File: src/rtl/alu_result_stage.sv
// alu_result_stage: registers ALU result + carry, derives ARM NZCV, queues results for write-back.
// Latency: 1 cycle from accepted push to out_valid (empty queue). Throughput: 1 op/cycle.
// Backpressure: 2-entry queue; in_ready is registered from occupancy only (no out_ready path).
//
// Ports:
//   clk, rst_n                      clock / async active-low reset
//   in_valid, in_ready              upstream handshake (push = in_valid && in_ready)
//   A, B, ALUControl                operands and op as seen by the ALU (00 ADD, 01 SUB, 10 XOR, 11 NOT)
//   alu_out, alu_cout               ALU result and carry-out
//   set_flags, rd_in                S bit and destination index
//   out_valid, out_ready            downstream handshake (pop = out_valid && out_ready)
//   result, rd_out, flags_out       head entry contents (flags_out = NZCV after that entry's update)
//   flags                           architectural NZCV register {N,Z,C,V}
module alu_result_stage #(
  parameter int N = 4
) (
  input  logic         clk,
  input  logic         rst_n,
  input  logic         in_valid,
  output logic         in_ready,
  input  logic [N-1:0] A,
  input  logic [N-1:0] B,
  input  logic [1:0]   ALUControl,
  input  logic [N-1:0] alu_out,
  input  logic         alu_cout,
  input  logic         set_flags,
  input  logic [3:0]   rd_in,
  output logic         out_valid,
  input  logic         out_ready,
  output logic [N-1:0] result,
  output logic [3:0]   rd_out,
  output logic [3:0]   flags_out,
  output logic [3:0]   flags
);

  localparam int MSB = N - 1;

  localparam logic [1:0] OP_ADD = 2'b00;
  localparam logic [1:0] OP_SUB = 2'b01;

  // Queue storage and control
  logic [N-1:0] res_q  [2];
  logic [3:0]   rd_q   [2];
  logic [3:0]   nzcv_q [2];
  logic         wr_ptr_q, rd_ptr_q;
  logic [1:0]   count_q, count_d;
  logic         in_ready_q;
  logic [3:0]   flags_q, flags_d;

  logic push, pop;
  logic n_f, z_f, c_f, v_f;

  // Only operand sign bits affect the flags; the low bits are intentionally unused.
  logic unused_operand_bits;
  assign unused_operand_bits = ^{A[MSB-1:0], B[MSB-1:0]};

  assign push = in_valid && in_ready_q;
  assign pop  = (count_q != 2'd0) && out_ready;

  // NZCV derivation. Logical ops keep the current C and V.
  always_comb begin
    n_f = alu_out[MSB];
    z_f = (alu_out == '0);
    c_f = flags_q[1];
    v_f = flags_q[0];
    case (ALUControl)
      OP_ADD: begin
        c_f = alu_cout;
        v_f = (A[MSB] == B[MSB]) && (alu_out[MSB] != A[MSB]);
      end
      OP_SUB: begin
        // Carry is "not borrow", straight from the ALU's A + ~B + 1.
        c_f = alu_cout;
        v_f = (A[MSB] != B[MSB]) && (alu_out[MSB] != A[MSB]);
      end
      default: begin
        c_f = flags_q[1];
        v_f = flags_q[0];
      end
    endcase
  end

  // Flags commit at acceptance, so the stored snapshot is in program order
  // regardless of how long the entry waits for write-back.
  always_comb begin
    flags_d = flags_q;
    if (push && set_flags) begin
      flags_d = {n_f, z_f, c_f, v_f};
    end
  end

  always_comb begin
    count_d = count_q;
    case ({push, pop})
      2'b10:   count_d = count_q + 2'd1;
      2'b01:   count_d = count_q - 2'd1;
      default: count_d = count_q;
    endcase
  end

  always_ff @(posedge clk or negedge rst_n) begin
    if (!rst_n) begin
      for (int i = 0; i < 2; i++) begin
        res_q[i]  <= '0;
        rd_q[i]   <= '0;
        nzcv_q[i] <= '0;
      end
      wr_ptr_q   <= 1'b0;
      rd_ptr_q   <= 1'b0;
      count_q    <= 2'd0;
      in_ready_q <= 1'b1;
      flags_q    <= 4'b0000;
    end else begin
      if (push) begin
        res_q[wr_ptr_q]  <= alu_out;
        rd_q[wr_ptr_q]   <= rd_in;
        nzcv_q[wr_ptr_q] <= flags_d;
        wr_ptr_q         <= ~wr_ptr_q;
      end
      if (pop) begin
        rd_ptr_q <= ~rd_ptr_q;
      end
      count_q    <= count_d;
      // A pop while full frees a slot only from the next cycle onward.
      in_ready_q <= (count_d != 2'd2);
      flags_q    <= flags_d;
    end
  end

  assign in_ready  = in_ready_q;
  assign out_valid = (count_q != 2'd0);
  assign result    = res_q[rd_ptr_q];
  assign rd_out    = rd_q[rd_ptr_q];
  assign flags_out = nzcv_q[rd_ptr_q];
  assign flags     = flags_q;

endmodule

File: config.mk
export PLATFORM = sky130hd
export DESIGN_NAME = alu_result_stage
export DESIGN_NICKNAME = d
export VERILOG_FILES = /design/src/rtl/alu_result_stage.sv
export SDC_FILE = /design/constraint.sdc
export NUM_CORES = 1
export LEC_CHECK = 0
export BUFFER_PORTS_ARGS = -buffer_cell sky130_fd_sc_hd__buf_4
export CELL_PAD_IN_SITES_DETAIL_PLACEMENT = 2
export CELL_PAD_IN_SITES_GLOBAL_PLACEMENT = 2
export CORE_MARGIN = 1.5
export CORE_UTILIZATION = 33
export DETAILED_ROUTE_END_ITERATION = 8
export PLACE_DENSITY = 0.82
export SYNTH_ARGS = -nofsm -noshare
export SYNTH_HDL_FRONTEND = slang
export SYNTH_SLANG_ARGS = --single-unit
File: constraint.sdc
create_clock -name clk -period 2.1 [get_ports clk]
set_clock_uncertainty 0.2 [all_clocks]
set_input_delay 0.42 -clock clk [delete_from_list [all_inputs] [get_ports clk]]
set_output_delay 0.42 -clock clk [all_outputs]
set_load 0.01 [all_outputs]
==> results of run 1 <==
[cell usage after synthesis]
| cell | count |
|---|---|
| sky130_fd_sc_hd__xnor2_1 | 2 |
| sky130_fd_sc_hd__dfstp_2 | 1 |
| sky130_fd_sc_hd__or2_1 | 1 |
| sky130_fd_sc_hd__nand2b_1 | 2 |
| sky130_fd_sc_hd__inv_1 | 5 |
| sky130_fd_sc_hd__or4_1 | 1 |
| sky130_fd_sc_hd__buf_2 | 2 |
| sky130_fd_sc_hd__nand3_1 | 2 |
| sky130_fd_sc_hd__xor2_1 | 3 |
| sky130_fd_sc_hd__o21ai_0 | 8 |
| sky130_fd_sc_hd__dfrtp_1 | 32 |
| sky130_fd_sc_hd__or2_2 | 1 |
| sky130_fd_sc_hd__mux2_4 | 1 |
| sky130_fd_sc_hd__mux2i_1 | 4 |
| sky130_fd_sc_hd__nand2_1 | 12 |
| sky130_fd_sc_hd__ha_1 | 1 |
| sky130_fd_sc_hd__and2_1 | 1 |
| sky130_fd_sc_hd__a21oi_1 | 1 |
| sky130_fd_sc_hd__nor2_1 | 3 |
| sky130_fd_sc_hd__buf_6 | 2 |
| sky130_fd_sc_hd__mux2_2 | 27 |
[logic make-up after synthesis]
family | count (synthesis) | share of synthesized area (%)
flops | 33 | 57.3
mux | 32 | 24.9
simple gates | 23 | 7.28
compound gates | 9 | 3.12
buf+inv | 9 | 3.55
xor+xnor | 5 | 3.03
fa+ha+maj | 1 | 0.866
[where the power goes]
part           internal (mW)  switching (mW)
sequential             0.938           0.175
combinational          0.750           0.568
clock                  0.228           0.235
[per-layer routing]
metal	share of wire [%]	routed length, µm	GRT usage [%]
met5	0	0	0
met2	54	1860	28.6
met4	1.7	58	5.88
met1	39	1330	17.1
met3	5.6	193	5.12
[through the flow]
step	utilization [%]	hold WS [ns]	total power [mW]
after floorplan	-	-0.0756	1.85
after global placement	42.9	0.178	2.31
after detailed placement	42.9	0.186	2.42
after CTS	45.3	0.165	2.90
after global routing	45.9	0.171	3.11
final	45.9	0.171	2.89
[repair_timing]
item / CTS / global route
endpoints found under the setup margin: 8 / 1
hold buffers: 1 / 0
setup buffers: 0 / 3
gates resized for setup: 1 / 1
pin swaps: 0 / 2
gates cloned: 0 / 0
hold endpoints to repair: 32 / 0
[layout make-up]
cell class / count / area share [%]
Sequential cell: 33 / 43.8
Tap cell: 50 / 3.31
Inverter: 5 / 0.993
Timing Repair Buffer: 43 / 17.2
Clock inverter: 3 / 0.927
Clock buffer: 5 / 3.64
Multi-Input combinational cell: 70 / 30.1
[critical path, stage by stage, from the launching register on]
cell and delay [ns]:
sky130_fd_sc_hd__dfrtp_2 0.45, sky130_fd_sc_hd__buf_4 0.17, sky130_fd_sc_hd__mux2_2 0.34, sky130_fd_sc_hd__buf_4 0.14
[how the worst max path moves through the flow]
stage,from,endpoint,slack (ns),cells after the start
2_1_floorplan,count_q[0],in_ready,0.27,6
3_3_place_gp,count_q[0],in_ready,0.26,6
3_5_place_dp,count_q[0],in_ready,0.15,6
4_1_cts,rd_ptr_q,rd_out[3],0.07,3
5_1_grt,rd_ptr_q,rd_out[2],0.04,3
6_report,rd_ptr_q,flags_out[0],0.09,3
[state kept, by name, indices dropped and copies added, names as in the netlist]
signal / count
rd_ptr_q: 1
rd_q: 8
nzcv_q: 8
flags: 4
res_q: 8
in_ready: 1
count_q: 2
wr_ptr_q: 1
==> flow_results.org, run 1 <==
** Finish
- Summing all multi-input logic gate instances after layout gives 568 µm².
- Commonest non-fill, non-tap cell in the layout :: sky130_fd_sc_hd__buf_4
- Finished Cell Area :: 1890 µm²
- The count of cells in the finished layout, fillers not included, comes to 209.
- Number of filler cells placed in the layout :: 425
- Share of layout cells above drive strength 1 :: 51.6%
- Highest-count cells in the layout ignoring fill and taps :: sky130_fd_sc_hd__buf_4 (42), sky130_fd_sc_hd__dfrtp_1 (31), sky130_fd_sc_hd__mux2_2 (27)
- In the final layout, flip-flops and latches occupy 828 µm².
- Relative to the synthesized area, the layout overhead comes to 30.8%.
- Net total in the final layout :: 183
- The repair_antennas step left the layout with diodes totalling 0.

** Global route
- Vias in the first global route :: 1158
- Global routing used 15.8% of the available tracks across all layers.
- Initial antenna violation count :: 0
- Global routing finished with a remaining overflow of 0.
- Entering global routing, the biggest net connects 34 pins.
- Global-route wire length before repair :: 5840 µm

** Placed design
- Input/output buffers :: 35
- After detailed placement, the design holds a cell count of 197.
- Before CTS, the worst setup slack after placement is 0.154 ns.
- Detailed placement finished with a half-perimeter wire length of 2550 µm.
- Once placement finished, the instance area stood at 1770 µm².
- Routability-driven placement finished with a final weighted congestion of 0.700.

** Run status
- Result of the run :: finished, final reports clean

** Routing
- In the final routed layout, each cell accounts on average for 16.5 µm.
- The detail route stage leaves a number of antenna-violating nets equal to 0.
- Total wirelength of the detailed-routed design :: 3450 µm
- Violation count after the first detailed-route iteration :: 19
- For this block, the via count after detailed routing is 1008.
- Vias per cell :: 4.82
- Detailed Routing Iterations Pass 1 :: 2
- Residual DRC count :: 0

** Setup path
- The worst register-to-register path has a setup slack of 0.17 ns.
- Of all nets on the critical path, the largest fanout is 6.
- The critical path is of the reg -> out type.
- The worst setup path is launched from a register.
- Data on the critical path is required at its endpoint by 1.48 ns.
- For the worst setup path, the data arrival time is 1.39 ns.
- The worst register-to-register path begins at count_q[1].
- CP endpoint kind :: output port
- In this run the critical register-to-register path is captured at in_ready.
- The worst register-to-register path has a depth of 7.

** Timing
- Headroom to the max-slew limit came out at 65.1%.
- At the pin with the least slew margin, the transition time is 0.522 ns.
- Fmax :: 498 MHz
- The final number of max-transition violations is 0.
- Counting I/O delays and the setup requirement, the final critical path takes 2.01 ns.
- In the final timing run, aggregate negative setup slack is 0 ns.
- Final worst-path setup slack :: 0.0920 ns
- Final setup violation count :: 0
- Fin. Hold Viols :: 0
- Setup repair after global routing left no endpoint under its margin.
- Tcrit/Tclk final :: 95.6%

** Yosys
- After synthesis, the mean cell area works out to 12.9 µm².
- Largest cells by area after synthesis :: sky130_fd_sc_hd__dfrtp_1 (55%), sky130_fd_sc_hd__mux2_2 (21%), sky130_fd_sc_hd__nand2_1 (3.1%)
- Counting flops and latches in the post-synthesis netlist gives 33.
- Largest area contributor in the netlist :: sky130_fd_sc_hd__dfrtp_1
- Synth Net Count :: 137
- For this run, the number of Yosys warnings is 0.
- In this run, distinct cell masters in the synthesized netlist total 21.
- Register area share after synthesis :: 57.3%
- Post-Synthesis Cells :: 112
- Synth top area share :: 55.5%
- Area of the mapped netlist :: 1440 µm²

** CTS
- Max Buffers Root-to-Sink :: 2
- Clock sink total :: 33
- H-tree level count :: 2
- CTS tree :: built
- CTS placed an instance of sky130_fd_sc_hd__clkbuf_8 at the clock tree root.
- The clock reaches the later pin of the worst-skew pair after 0.29 ns.
- In this run, CTS created clock tree buffers numbering 5.
- Clock-pin slew was measured on the worst setup and hold paths at 0.07 ns.

** Die
- Area of the core :: 4120 µm²
- Measured along the x axis, the die boundary spans 69.1 µm.
- Starting utilization of the core area :: 35.1%
- In this run the vertical extent of the chip is 69.1 µm.
- Die Area :: 4780 µm²
- Top Ports :: 42
- Row generation in the floorplan step produced 23 rows.

** Power and ir drop
- The analysis attributes to cell leakage a power of 0.910 nW.
- Power spread over the standard cell area amounts to 1530 nW/µm².
- IR drop worst, VDD :: 0.000666 V

** Min path
- Min-Delay Startpoint :: rd_in[0]
- The worst hold path terminates at rd_q[4].
- The tightest min-delay check is of the in -> reg type.
- Cell depth of the worst hold path :: 2

** Run
- Max_cap viols :: 0
(Power assumes the default switching activity.)
==> run 2, diff against run 1 <==
--- a/config.mk
+++ b/config.mk
@@ -5,11 +5,12 @@
 export SDC_FILE = /design/constraint.sdc
 export NUM_CORES = 1
 export LEC_CHECK = 0
+export ABC_AREA = 1
 export BUFFER_PORTS_ARGS = -buffer_cell sky130_fd_sc_hd__buf_4
 export CELL_PAD_IN_SITES_DETAIL_PLACEMENT = 2
 export CELL_PAD_IN_SITES_GLOBAL_PLACEMENT = 2
 export CORE_MARGIN = 1.5
-export CORE_UTILIZATION = 33
+export CORE_UTILIZATION = 30
 export DETAILED_ROUTE_END_ITERATION = 8
 export PLACE_DENSITY = 0.82
 export SYNTH_ARGS = -nofsm -noshare
==> flow_results.org, run 2 <==
** Run status
- The run finished with clean final reports.

** Timing
- Fmax :: 508 MHz (+2.1%)
- The slew at the pin closest to its max-slew limit was 0.469 ns (-0.0532 ns).
- The final cycle utilization of the critical path came to 93.7% (-1.9 points).
- The sum of negative setup slack is 0 ns (unchanged).
- The hold violation total from the final report came to 0 (unchanged).
- Headroom to the max-slew limit :: 68.7% (+3.6 points)
- The final number of max-transition violations was 0 (unchanged).
- The final setup violation count is 0 (unchanged).
- Final critical-path required period :: 1.97 ns (-0.0407 ns)
- Setup repair after global routing left no endpoint under its margin.

** CTS
- Max Buffers Root-to-Sink :: 2 (unchanged)
- H-tree level count :: 2 (unchanged)
- Number of clock buffers inserted by TritonCTS :: 5 (unchanged)
- Root cell of the clock tree :: sky130_fd_sc_hd__clkbuf_8
- The worst-skew pair later-pin latency came to 0.29 ns (about the same).
- The number of sinks on the clock net was 33 (unchanged).
- Clock-pin slew on the worst setup and hold paths :: 0.07 ns (about the same)
- TritonCTS built the clock tree.

** Yosys
- The post-synthesis register bit count is 33 (unchanged).
- The number of distinct library cells after synthesis is 24 (+14%).
- Largest area contributor in the netlist :: sky130_fd_sc_hd__dfrtp_1
- Number of enable-type register cells in the synthesized netlist :: 0 (unchanged)
- The most common cell in the synthesized netlist is sky130_fd_sc_hd__nand2_1.
- Among all flip-flop cells after synthesis, the most frequent one is sky130_fd_sc_hd__dfrtp_1.
- The cell count after synthesis was 190 (+70%).
- Synth Net Count :: 215 (+57%)
- Register area share after synthesis :: 51.7% (-5.6 points)
- Synth top area share :: 50.0% (-5.4 points)
- Synthesized area per cell :: 8.42 µm² (-35%)
- In the post-synthesis netlist, the biggest area contributors are sky130_fd_sc_hd__dfrtp_1 (50%), sky130_fd_sc_hd__nand2_1 (21%), sky130_fd_sc_hd__o21ai_2 (8.8%).
- Area of the mapped netlist :: 1600 µm² (+11%)
- The total of warnings raised by yosys is 0 (unchanged).
- Proportion of register bits with asynchronous set or reset after synthesis :: 100% (unchanged)
- Counting instances in the post-synthesis netlist gives the leading cell types as sky130_fd_sc_hd__nand2_1 (89), sky130_fd_sc_hd__dfrtp_1 (32), sky130_fd_sc_hd__inv_1 (18), sky130_fd_sc_hd__o21ai_2 (16), sky130_fd_sc_hd__nand3_1 (5).

** Setup path
- The worst-case reg-to-reg path depth was 8 (+1).
- The required time of the critical path is 1.48 ns (about the same).
- Worst setup SP type :: register
- STA classifies the critical path endpoint as an output port.
- Reg-to-reg endpoint :: in_ready
- The critical path is of the reg -> out type.
- The startpoint identified for the worst register-to-register timing path is count_q[0].
- Tracing the worst setup path back leads to its startpoint at rd_ptr_q.
- In this run the worst setup path terminates at flags_out[2].
- The maximum fanout along the worst path came to 13 (+7).
- The slack of the worst reg-to-reg path came to 0.20 ns (+0.03 ns).
- The worst endpoint data arrival time is 1.35 ns (-0.04 ns).

** Routing
- The initial DRC count was 75 (+56).
- The average routed wire per standard cell is 13.4 µm (-19%).
- The post-route antenna net violation count came to 0 (unchanged).
- The number of vias after detailed routing was 1378 (+37%).
- Detailed Routing Iterations Pass 1 :: 4 (+2)
- The post-route DRC violation count came to 0 (unchanged).
- Total wirelength of the detailed-routed design :: 4040 µm (+17%)
- The via count normalized by instance count was 4.58 (-5.1%).

** Power and ir drop
- The relative contribution of sequential cells to total power is 37.1% (-1.4 points).
- Internal power consumption :: 1.78 mW (-7.2%)
- The share of total power in the clock network came to 16.0% (about the same).
- The switching power was 1.17 mW (+20%).
- The static leakage power is 1.11 nW (+22%).
- The worst vdd rail ir drop was 0.000470 V (-29%).
- Sw Share :: 39.7% (+6.0 points)
- Combinational power share :: 46.9% (+1.4 points)
- The ratio of total power to cell area was 1440 nW/µm² (-6.1%).
- Total chip power :: 2.95 mW (+2.0%)

** Placed design
- Number of placed instances, taps included :: 291 (+48%)
- The global placement routability congestion was 0.684 (-2.3%).
- Input/output buffers :: 35 (unchanged)
- The sum of net half-perimeters after detailed placement is 2870 µm (+12%).

** Finish
- The proportion of layout cells with a drive suffix above 1 came to 32.0% (-20 points).
- Leaving out fill and tap cells, the most frequent cells in the layout are sky130_fd_sc_hd__nand2_1 (89), sky130_fd_sc_hd__buf_4 (37), sky130_fd_sc_hd__dfrtp_1 (32).
- Leaving out fill and tap cells, the most frequent cell in the layout is sky130_fd_sc_hd__nand2_1.
- The layout net count is 255 (+39%).
- Layout overhead on the synthesized area :: 28.2%
- Final Util :: 39.9% (-6.0 points)
- Layout Cells excl Fill :: 301 (+44%)
- The area of all sequential standard cells was 827 µm² (-0.15%).
- Number of filler cells placed in the layout :: 633 (+49%)
- Top Registers :: nzcv_q x8, rd_q x8, res_q x8
- Area of the multi-input gates :: 672 µm² (+18%)
- Number of diodes added for antenna fixing :: 0 (unchanged)

** Die
- Die Area :: 5780 µm² (+21%)
- Top Ports :: 42 (unchanged)
- The placeable core region was 5140 µm² (+25%).
- Starting utilization of the core area :: 31.1% (-4.0 points)
- Row count :: 26 (+13%)
- The die span in x was 76.0 µm (+10%).
- The height of the die came to 76.0 µm (+10%).

** Global route
- Largest net degree at the start of global routing :: 34 (unchanged)
- The global router's overall resource usage came to 15.3% (-0.54 points).
- The wire length of the first global-routing pass came to 6970 µm (+19%).
- Initial antenna violation count :: 0 (unchanged)
- Congestion Overflow GR :: 0 (unchanged)
- Vias in the first global route :: 1471 (+27%)

** Min path
- Class of the worst hold path :: in -> reg

** Run
- The number of maximum-capacitance constraint violations was 0 (unchanged).
-- run 2: cell types whose count changed in the layout (fill, tap and decap cells not counted), moves of 3 or more --
cell / previous run / this run
sky130_fd_sc_hd__o21ai_0: 8 / 2
sky130_fd_sc_hd__inv_1: 5 / 17
sky130_fd_sc_hd__nand2_1: 12 / 89
sky130_fd_sc_hd__buf_4: 42 / 37
sky130_fd_sc_hd__o21ai_2: 0 / 16
sky130_fd_sc_hd__o21ai_1: 0 / 3
sky130_fd_sc_hd__mux2i_1: 4 / 0
sky130_fd_sc_hd__nand3_1: 2 / 5
sky130_fd_sc_hd__mux2_2: 27 / 0
-- run 2: how the worst min path moves through the flow --
| stage | from | to | slack [ns] | depth (start not counted) |
|---|---|---|---|---|
| 5_1_grt | rd_in[1] | rd_q[1] | 0.21 | 3 |
| 6_report | rd_in[0] | rd_q[4] | 0.20 | 3 |
| 3_5_place_dp | rst_n | rd_q[4] | 0.20 | 1 |
| 4_1_cts | rd_in[0] | rd_q[4] | 0.20 | 3 |
| 2_1_floorplan | rst_n | count_q[0] | -0.08 | 0 |
| 3_3_place_gp | rst_n | rd_q[4] | 0.20 | 1 |
-- run 2: kinds of logic after synthesis --
logic type	synth area share [%]
AND/OR/NAND/NOR	27.6
flip-flops	51.7
AO/OA/AOI/OAI	11.0
adder cells (fa/ha/maj)	0.782
XOR/XNOR	1.09
buffers and inverters	7.82
-- run 2: repair_timing --
| item | 4_1_cts | 5_1_grt |
|---|---|---|
| hold buffers | 1 | 0 |
| buffers inserted | 0 | 1 |
| endpoints found under the hold margin | 32 | 0 |
| setup endpoints to repair | 0 | 7 |
| gates resized for setup | 0 | 4 |
-- run 2: power groups by stage --
stage          sequential [mW]  clock [mW]  combinational, mW
3_5_place_dp              1.10           0               1.35
3_3_place_gp              1.08           0               1.30
4_1_cts                   1.09       0.490               1.36
5_1_grt                   1.13       0.515               1.56
2_1_floorplan             1.08           0              0.839
6_report                  1.09       0.472               1.38
-- run 2: routing by layer --
layer	vias to the layer above	track usage [%]	share of wire [%]
met5	-	0	0
met1	672	17.9	42
met3	7	4.43	5.0
met4	0	5.56	1.8
li1	667	-	-
met2	32	26.7	52
-- run 2: worst max-delay path, stage by stage (launching register included) --
cell and delay [ns]:
sky130_fd_sc_hd__dfrtp_1 0.39, sky130_fd_sc_hd__clkinvlp_4 0.29, sky130_fd_sc_hd__nand2_1 0.15, sky130_fd_sc_hd__nand2_1 0.08
sky130_fd_sc_hd__buf_4 0.15
-- run 2: cell type report --
type,instances,share of cell area [%]
flip-flops and latches,33,40.3
inverters,19,3.66
clock buffers,6,3.54
clock inverters,2,0.488
repair buffers,39,15.0
well taps,70,4.27
multi-input cells,132,32.7
-- run 2: stage by stage --
step	area (µm²)	hold slack, ns	setup slack, ns
3_5_place_dp	1920	0.197	0.135
4_1_cts	2020	0.199	0.0398
5_1_grt	2050	0.214	0.0112
6_report	2050	0.201	0.133
2_1_floorplan	1600	-0.0756	0.274
3_3_place_gp	1920	0.196	0.202
==> run 3, diff against run 2 <==
--- a/config.mk
+++ b/config.mk
@@ -10,9 +10,9 @@
 export CELL_PAD_IN_SITES_DETAIL_PLACEMENT = 2
 export CELL_PAD_IN_SITES_GLOBAL_PLACEMENT = 2
 export CORE_MARGIN = 1.5
-export CORE_UTILIZATION = 30
+export CORE_UTILIZATION = 27
 export DETAILED_ROUTE_END_ITERATION = 8
-export PLACE_DENSITY = 0.82
+export PLACE_DENSITY = 0.79
 export SYNTH_ARGS = -nofsm -noshare
 export SYNTH_HDL_FRONTEND = slang
 export SYNTH_SLANG_ARGS = --single-unit
==> constraint.sdc (replaced) <==
create_clock -name clk -period 1.8 [get_ports clk]
set_clock_uncertainty 0.2 [all_clocks]
set_input_delay 0.36 -clock clk [delete_from_list [all_inputs] [get_ports clk]]
set_output_delay 0.36 -clock clk [all_outputs]
set_load 0.01 [all_outputs]
==> flow_results.org, run 3 (synthesis results as in run 2) <==
** Run status
- The run finished with clean final reports.

** Finish
- Top Registers :: nzcv_q x8, rd_q x8, res_q x8
- Area of the multi-input gates :: 694 µm² (+3.4%)
- FF/Latch Area :: 828 µm² (+0.15%)
- The cell area after layout was 2150 µm² (+4.8%).
- The proportion of layout cells with a drive suffix above 1 was 36.3% (+4.3 points).
- Commonest non-fill, non-tap cell in the layout :: sky130_fd_sc_hd__nand2_1
- In the layout the commonest cells are sky130_fd_sc_hd__nand2_1 (87), sky130_fd_sc_hd__buf_4 (40), sky130_fd_sc_hd__dfrtp_1 (31).
- The number of standard cells in the layout, taps in and fillers out was 309 (+2.7%).
- Number of filler cells placed in the layout :: 665 (+5.1%)
- The number of antenna repair diodes is 0 (unchanged).
- Layout overhead on the synthesized area :: 34.3%
- The layout net count is 261 (+2.4%).

** Global route
- The largest net degree at the start of global routing came to 34 (unchanged).
- Global-route wire length before repair :: 7050 µm (+1.2%)
- The remaining global-route overflow is 0 (unchanged).
- The number of antenna violations at the first check in global routing is 0 (unchanged).
- The global router's overall resource usage is 14.8% (-0.47 points).
- Vias in the first global route :: 1438 (-2.2%)

** Die
- Die Y-Extent :: 80.0 µm (+5.2%)
- Area of the core :: 5610 µm² (+9.1%)
- The row count was 27 (+3.8%).
- The die area was 6400 µm² (+11%).
- Starting utilization of the core area :: 28.5% (-2.6 points)
- Width of the die :: 80.0 µm (+5.2%)
- The number of top-level pins is 42 (unchanged).

** Min path
- Class of the worst hold path :: in -> reg
- Min-Delay Startpoint :: rd_in[0]
- For hold timing, the worst endpoint is rd_q[4].
- The number of instances on the worst hold path is 3 (unchanged).

** Timing
- Setup repair after global routing could not meet its margin everywhere.
- Fmax :: 578 MHz
- Transition at the pin with the smallest max-transition slack :: 0.446 ns (-0.0234 ns)
- Final setup violation count :: 0 (unchanged)
- Subtracting the final worst setup slack from the clock period gives 1.73 ns.
- Fin. Hold Viols :: 0 (unchanged)
- Tcrit/Tclk final :: 96.1%
- The final number of max-transition violations came to 0 (unchanged).
- Headroom to the max-slew limit :: 70.3% (+1.6 points)

** Power and ir drop
- Static leakage power :: 1.16 nW (+4.6%)
- Areal power density over the cells :: 1730 nW/µm² (+20%)
- The worst vdd rail ir drop was 0.000601 V (+28%).
- Total chip power :: 3.71 mW (+26%)

** Routing
- Antenna viol nets, final :: 0 (unchanged)
- Total via count after detailed routing :: 1381 (+0.22%)
- The detailed-route wire length is 4160 µm (+2.8%).
- The via count normalized by instance count was 4.47 (-2.4%).
- Residual DRC count :: 0 (unchanged)
- The average routed wire per standard cell came to 13.4 µm (+0.18%).
- The initial DRC count is 70 (-6.7%).
- Detailed Routing Iterations Pass 1 :: 4 (unchanged)

** CTS
- Max Buffers Root-to-Sink :: 2 (unchanged)
- The clock buffer count from CTS was 5 (unchanged).
- Clock latency at the later pin of the worst-skew pair :: 0.29 ns (about the same)
- The number of sinks on the clock net was 33 (unchanged).
- Clock-pin slew on the worst setup and hold paths :: 0.06 ns (about the same)
- Root cell of the clock tree :: sky130_fd_sc_hd__clkbuf_8
- TritonCTS built the clock tree.
- H-tree level count :: 2 (unchanged)

** Placed design
- The sum of net half-perimeters after detailed placement was 3050 µm (+6.4%).
- Placed cell area :: 1970 µm² (+2.2%)
- The instance count after placement with tap cells included is 298 (+2.4%).
- Final GP Congestion :: 0.661 (-3.3%)
- The number of buffers added on ports came to 35 (unchanged).

** Setup path
- The worst setup path is captured at an output port.
- The maximum fanout along the worst path came to 6 (-7).
- Data required time of the worst path :: 1.24 ns (-0.24 ns)
- Reg-to-reg endpoint :: in_ready
- Worst-case register-to-register setup slack :: 0.10 ns (-0.10 ns)
- The worst-case reg-to-reg path depth came to 8 (unchanged).
- The worst endpoint data arrival time was 1.17 ns (-0.18 ns).
- The critical path in this run is classified as reg -> out.
- Critical R2R Launch :: count_q[0]
- STA classifies the critical path startpoint as a register.

** Run
- Max_cap viols :: 0 (unchanged)
run 3: what timing repair did:
action,CTS,global route
endpoints found under the setup margin,6,14
hold buffers,1,0
setup buffers,2,0
pin swaps,2,6
hold endpoints to repair,32,0
gates cloned,0,0
gates resized for setup,4,10
run 3: final cells by class:
| class | instances | share of cell area [%] |
|---|---|---|
| Clock buffer | 7 | 4.48 |
| Clock inverter | 1 | 0.233 |
| Inverter | 19 | 3.32 |
| Multi-Input combinational cell | 132 | 32.3 |
| Sequential cell | 33 | 38.5 |
| Tap cell | 72 | 4.19 |
| Timing Repair Buffer | 45 | 16.9 |
run 3: how the worst max path moves through the flow:
stage | from | to | slack, ns | cells past startpoint
3_5_place_dp | count_q[1] | in_ready | -0.11 | 8
5_1_grt | rd_ptr_q | flags_out[0] | -0.003 | 5
2_1_floorplan | count_q[0] | in_ready | 0.05 | 8
6_report | rd_ptr_q | flags_out[3] | 0.07 | 5
4_1_cts | count_q[1] | in_ready | -0.007 | 8
3_3_place_gp | count_q[1] | in_ready | 0.003 | 8
run 3: routing by layer:
layer  vias to the layer above  GRT usage [%]  share of wire, %  wire, µm
li1                        673              -                 -         -
met1                       671           18.7                45      1870
met2                        31           23.7                49      2050
met3                         6           3.43               3.5       147
met4                         0           7.24               2.1        87
met5                         -              0                 0         0
run 3: through the flow:
step | hold slack, ns | worst slack [ns] | TNS, ns | utilization (%)
global placement | 0.131 | 0.00315 | 0 | 35.1
finish | 0.153 | 0.0711 | 0 | 38.3
detailed placement | 0.137 | -0.109 | -0.113 | 35.1
floorplan | -0.136 | 0.0471 | 0 | -
global route | 0.140 | -0.00253 | -0.00253 | 38.3
CTS | 0.147 | -0.00715 | -0.00715 | 37.8
run 3: power by group:
part	switching, mW	total (mW)	internal (mW)
sequential	0.208	1.29	1.08
clock	0.280	0.625	0.346
combinational	0.935	1.80	0.864
run 3: critical path: stages, from the launching register on:
cell	delay, ns
sky130_fd_sc_hd__dfrtp_2	0.44
sky130_fd_sc_hd__inv_2	0.08
sky130_fd_sc_hd__buf_6	0.12
sky130_fd_sc_hd__nand2_1	0.05
sky130_fd_sc_hd__nand2_1	0.07
sky130_fd_sc_hd__buf_4	0.12
